## config.mk

```make
export PLATFORM = sky130hd
export DESIGN_NAME = uart_rx_fifo
export DESIGN_NICKNAME = d
export VERILOG_FILES = /design/src/rtl/uart_rx_fifo.sv
export SDC_FILE = /design/constraint.sdc
export NUM_CORES = 1
export LEC_CHECK = 0
export BUFFER_PORTS_ARGS = -buffer_cell sky130_fd_sc_hd__buf_2
export CAP_MARGIN = 20
export CELL_PAD_IN_SITES_DETAIL_PLACEMENT = 1
export CELL_PAD_IN_SITES_GLOBAL_PLACEMENT = 2
export CORE_ASPECT_RATIO = 0.8
export CORE_MARGIN = 4
export CORE_UTILIZATION = 51
export CTS_BUF_LIST = sky130_fd_sc_hd__clkbuf_8
export CTS_CLUSTER_DIAMETER = 60
export CTS_CLUSTER_SIZE = 12
export DETAILED_ROUTE_END_ITERATION = 6
export PLACE_DENSITY_LB_ADDON = 0.1
export SYNTH_ARGS = -nofsm -noshare
export SYNTH_HDL_FRONTEND = slang
export SYNTH_SLANG_ARGS = --single-unit
```

## constraint.sdc

```tcl
create_clock -name i_Clock -period 4.7 [get_ports i_Clock]
set_input_delay 0.94 -clock i_Clock [delete_from_list [all_inputs] [get_ports i_Clock]]
set_output_delay 0.94 -clock i_Clock [all_outputs]
set_load 0.1 [all_outputs]
```

## src/rtl/uart_rx_fifo.sv

```systemverilog
// Receive FIFO between the UART receiver and the bus read port. The oldest byte
// falls through to o_Data; overflow is sticky and o_Irq signals fill level or idle timeout.
module uart_rx_fifo #(
  parameter int ADDR_W         = 4,
  parameter int IRQ_LEVEL      = 8,
  parameter int TIMEOUT_CYCLES = 17360,
  parameter int TO_W           = 15
) (
  input  logic              i_Clock,
  input  logic              reset,
  input  logic              i_Rx_DV,
  input  logic [7:0]        i_Rx_Byte,
  input  logic              i_Rd,
  input  logic              i_Clr_Ovf,
  output logic [7:0]        o_Data,
  output logic              o_Empty,
  output logic              o_Full,
  output logic [ADDR_W:0]   o_Count,
  output logic              o_Overflow,
  output logic              o_Irq
);

  localparam int DEPTH = 1 << ADDR_W;
  localparam logic [ADDR_W:0] DEPTH_C     = (ADDR_W + 1)'(DEPTH);
  localparam logic [ADDR_W:0] IRQ_LEVEL_C = (ADDR_W + 1)'(IRQ_LEVEL);
  localparam logic [TO_W-1:0] TO_LAST     = TO_W'(TIMEOUT_CYCLES - 1);

  logic [7:0]        mem [DEPTH];
  logic [ADDR_W-1:0] wr_ptr;
  logic [ADDR_W-1:0] rd_ptr;
  logic [ADDR_W:0]   count;
  logic              overflow;
  logic [TO_W-1:0]   to_cnt;
  logic              to_flag;

  logic empty;
  logic full;
  logic push;
  logic pop;
  logic drop;

  // A pop frees a slot in the same cycle, so a full FIFO can still accept a byte.
  always_comb begin
    empty = (count == '0);
    full  = (count == DEPTH_C);
    pop   = i_Rd & ~empty;
    push  = i_Rx_DV & (~full | pop);
    drop  = i_Rx_DV & full & ~pop;
  end

  // Storage is deliberately not reset; only the pointers and count are.
  always_ff @(posedge i_Clock) begin
    if (!reset && push) begin
      mem[wr_ptr] <= i_Rx_Byte;
    end
  end

  always_ff @(posedge i_Clock) begin
    if (reset) begin
      wr_ptr   <= '0;
      rd_ptr   <= '0;
      count    <= '0;
      overflow <= 1'b0;
      to_cnt   <= '0;
      to_flag  <= 1'b0;
    end else begin
      if (push) begin
        wr_ptr <= wr_ptr + 1'b1;
      end
      if (pop) begin
        rd_ptr <= rd_ptr + 1'b1;
      end
      if (push && !pop) begin
        count <= count + 1'b1;
      end else if (pop && !push) begin
        count <= count - 1'b1;
      end
      // A drop in the same cycle as a clear request wins so no loss goes unseen.
      if (drop) begin
        overflow <= 1'b1;
      end else if (i_Clr_Ovf) begin
        overflow <= 1'b0;
      end
      if (push || pop || empty) begin
        to_cnt  <= '0;
        to_flag <= 1'b0;
      end else if (!to_flag) begin
        if (to_cnt == TO_LAST) begin
          to_flag <= 1'b1;
        end else begin
          to_cnt <= to_cnt + 1'b1;
        end
      end
    end
  end

  always_comb begin
    o_Data     = empty ? 8'h00 : mem[rd_ptr];
    o_Empty    = empty;
    o_Full     = full;
    o_Count    = count;
    o_Overflow = overflow;
    o_Irq      = (count >= IRQ_LEVEL_C) | to_flag;
  end

endmodule
```

; After elaboration in Yosys (flattened, before gate mapping)
; Memories as Yosys holds them, arrays and structs flattened. A register that Yosys moved wholly into a read port is not among the register bits.
; Cells that the tools add are included.
; W data, S select, Z words.
[classes]
shift = 0
add_sub_neg = 5
n_div = 0
n_lt_le_gt_ge = 1
multipliers = 0
eq_ne = 2
bitwise = 11
n_reduce_logical = 13
n_mux = 11
[op_table]
columns = cell, count
row1 = $add A15 B1 Y15 const B, 1
row2 = $eq A15 B15 Y1 const B, 1
row3 = $mux W5, 2
row4 = $add A4 B1 Y4 const B, 2
row5 = $mux W4, 2
row6 = $mux W8, 1
row7 = $mux W1, 6
row8 = $add A5 B1 Y5 const B, 1
row9 = $eq A5 B5 Y1 const B, 1
row10 = $ge A5 B4 Y1 const B, 1
row11 = $logic_not A5 Y1, 1
row12 = $not A1 Y1, 5
row13 = $sub A5 B1 Y5 const B, 1
row14 = $and A1 B1 Y1, 4
row15 = $reduce_bool A2 Y1, 2
row16 = $logic_and A1 B1 Y1, 3
row17 = $logic_not A1 Y1, 3
row18 = $logic_or A1 B1 Y1, 2
row19 = $or A1 B1 Y1, 2
row20 = $reduce_and A2 Y1, 1
row21 = $reduce_or A2 Y1, 1
[totals]
register_bits = 30
mem_bits_rw = 128
out_inout_bits = 17
inputBits = 13
latchBits = 0
romBits = 0
mem_count = 1
elab_cells = 50
[memory_table]
columns = name, depth, word_bits, read_ports, rd_clocked_by_memory_dff, write_ports, line_no
row1 = mem, 16, 8, 1, 1, 1, 28  ; logic [7:0] mem [DEPTH];

; Longest topological paths before layout
[depth]
ltp_word = 9
ltp_mapped = 10
ltp_nobuf = 9

; Least setup slack after synthesis
; Ideal clock, no wire load.
[synth_path]
path_type = flip-flop to output port
from = reg count[4], in the netlist o_Count[4]
to = out o_Data[0]
path_slack_ns = -0.543
path_buffers = 0
required_time_ns = 3.760
path_stages_with_launch = 3
t_arrival_ns = 4.303
cell_sequence = dfxtp_1 > nor2_1 > a211oi_1
[synth_via]
elab_chain_len = 2
[synth_rtl]
columns = item, line_no
row1 = "start, declared", 31  ; logic [ADDR_W:0] count;
row2 = "start signal, assigned", 74  ; count <= count + 1'b1;
row3 = "start signal, assigned", 76  ; count <= count - 1'b1;
row4 = $logic_not A5 Y1, 44  ; empty = (count == '0);
row5 = via o_Empty, 16  ; output logic o_Empty,
row6 = $mux W8, 98  ; o_Data = empty ? 8'h00 : mem[rd_ptr];
row7 = "end, declared", 15  ; output logic [7:0] o_Data,
; The timed path passes the listed nets, and every way through them passes these cells.

==> reports/results.ini <==
[floorplan]
io_pins = 30
coreArea_mm2 = 0.0128
die_area_mm2 = 0.0150
start_util_pct = 51.9
chipHeight_um = 110
die_x_um = 136
rows = 37

[worst_setup_path]
crit_path_max_incr_delay_ns = 0.56
cp.depth = 6
crit_path_top_delay_cell = mux4_2
cp_max_fo = 13
critPathKind = reg2out
crit_buf_inv = 2
worstPathArrival_ns = 2.68
r2r_cells = 9
critPathCaptureType = output port
crit_chain = buf_4 > mux4_2 > nor2b_1 > a211oi_1 > a211oi_1 > buf_2
cpMostUsedCell = a211oi_1
start_kind = flip-flop
critPathTopFamily = buffers and inverters
crit_required_ns = 3.76

[grt]
overflow = 0
grt_usage_pct = 20.9
antenna_found_initial = 0
grt_pass1_vias = 3763
grt_max_degree = 33
grt_first_pass_wirelength_um = 22500

[finish]
stdcell_count = 638
num_antenna_cells = 0
area_growth_pct = 11.2
drive_gt1_share_pct = 25.1
final_common_cell = edfxtp_1
nets = 475
most-common-layout-cells = 128 x edfxtp_1, 38 x nor2_1, 33 x dfxtp_1, 32 x mux4_2, 29 x buf_2

[sta]
rsz0062_at_grt = no
slew_headroom_pct = 38.3
period_share_pct = 77.1
hold-worst-slack_ns = 0.505
report.final.slew_viol_count = 0
fin_crit_ns = 3.62
tightest_slew_ns = 0.923
finClkSkew_ns = 0.0106
fin_ws_ns = 1.08
finalSetupViolCount = 0
final-hold-violation-count = 0
max_freq_ghz = 0.276

[logic_synthesis]
ys_ff_latch = 162
seq_area_frac_synth_pct = 68.0
ys_warn_count = 0
avgSynthCellArea_um2 = 16.2
synth-main-ff-cell = edfxtp_1
synth_area_leaders = edfxtp_1 58%, mux4_2 11%, dfxtp_1 10%
synth_top_area_share_pct = 57.7
async_reset_ff_share_pct = 0
syn_area_mm2 = 0.00666
synthCells = 412
synth_nets = 437
synth_cell_types = 49
synth_top_cell_by_area = edfxtp_1
synth_edf_count = 128

[worst_hold_path]
hold_depth = 2
hp-class = reg2reg

[routing]
vias = 3740
first_pass_iters = 5
routed_via_density = 5.86
drc_errors = 0
ant_nets = 0
wl_um = 14500
routedWlPerCell_um = 22.7
drt_iter0_markers = 304

[clocking]
hold_buffers = 0
htreeDepth = 4
cts_setup_buffers = 0
cts_resized = 0
clk_pin_slew_worst_paths_ns = 0.09
cts_buffer_depth = 2
cts.sinks = 162
clock_latency_ns = 0.44
cts_inserted_buffers = 17
clockRootBuffer = clkbuf_8
cts_tree = done

[placed_design]
gp_congestion = 0.802
portBuffers = 29
dp_slack_ns = 1.55
dp_cells = 606
hpwl_um = 10000

[power]
powerDensity_mw_per_mm2 = 541
p_leak_nw = 2.39
ir_drop_v = 0.000354

[status]
status = finished clean

[job]
drv_cap = 0

==> state kept, by name, summed over array words and instances, names as in the netlist, named ones only <==
| register | count |
|---|---|
| wr_ptr | 4 |
| mem | 128 |
| to_flag | 1 |
| o_Overflow | 1 |
| o_Count | 5 |
| rd_ptr | 4 |
| to_cnt | 15 |
==> through the flow <==
| step | TNS [ns] | total power, mW | area (um^2) | util [%] |
|---|---|---|---|---|
| 2_1_floorplan | -1.84 | 2.77 | 6660 | - |
| 4_1_cts | 0 | 4.04 | 7400 | 57.7 |
| 3_5_place_dp | 0 | 3.03 | 7010 | 54.6 |
| 5_1_grt | 0 | 4.19 | 7400 | 57.7 |
| 6_report | 0 | 4.00 | 7400 | 57.7 |
| 3_3_place_gp | 0 | 3.01 | 7010 | 54.6 |
==> synthesized netlist by cell type (2+ instances only) <==
library cell	number
ha_1	11
nor2b_1	8
or3_1	7
mux4_2	32
xnor2_1	8
buf_2	9
nor4_1	3
o21ai_0	4
a21oi_1	10
nand4_1	3
o21ai_2	2
nand2_1	13
nand3b_1	2
dfxtp_1	34
buf_1	2
nand2b_1	5
a31oi_1	2
mux2i_1	10
clkbuf_1	6
nor2_1	39
o211ai_1	2
a211oi_1	18
or4_1	4
xor2_1	6
nand3_1	6
edfxtp_1	128
a21oi_2	2
a21o_1	2
inv_1	8
nor3_1	7
==> cells by family (layout without fill, tap and decap cells) <==
| group | after synthesis | after routing | synth area share [%] |
|---|---|---|---|
| multiplexers | 43 | 43 | 12.5 |
| buffers and inverters | 27 | 78 | 1.82 |
| flip-flops | 162 | 162 | 68.0 |
| adder cells (fa/ha/maj) | 12 | 12 | 2.37 |
| AND/OR/NAND/NOR | 108 | 108 | 8.57 |
| XOR/XNOR | 14 | 14 | 1.84 |
| AO/OA/AOI/OAI | 46 | 46 | 4.92 |
==> tightest hold or removal path: stages, from the launching register on <==
cell and delay [ns]:
dfxtp_1 0.33, o21ai_0 0.07, a21oi_1 0.06
==> final timing paths <==
check                           slack (ns)                      end               startpoint
worst min-delay path                  0.50   to_cnt[1]$_SDFFE_PP0P_   to_cnt[1]$_SDFFE_PP0P_
worst max-delay path                  1.08                o_Data[4]                flip-flop
worst min register to register        0.50   to_cnt[1]$_SDFFE_PP0P_   to_cnt[1]$_SDFFE_PP0P_
worst max register to register        1.66  o_Count[4]$_SDFFE_PP0P_  o_Count[0]$_SDFFE_PP0P_
==> per-layer routing <==
layer	GRT usage, %	share of wire [%]	vias up	wire [um]
met1	31.9	49	1930	7040
met5	0	0	-	0
met4	6.12	1.3	0	184
li1	-	-	1687	-
met3	4.76	4.9	20	715
met2	30.4	45	103	6570
==> area by class of cell <==
cell class,count,area (um^2)
clock buffers,17,234
repair buffers,37,205
clock inverters,15,164
multi-input cells,223,2020
fillers,1220,5420
well taps,175,219
inverters,9,38.8
flip-flops and latches,162,4530
==> power breakdown <==
group	total [mW]	internal [mW]	switching, mW
sequential	1.65	1.59	0.0570
clock	1.01	0.446	0.568
combinational	1.34	0.361	0.979
total	4.00	2.40	1.60
Power figures use the tool's default switching activity.
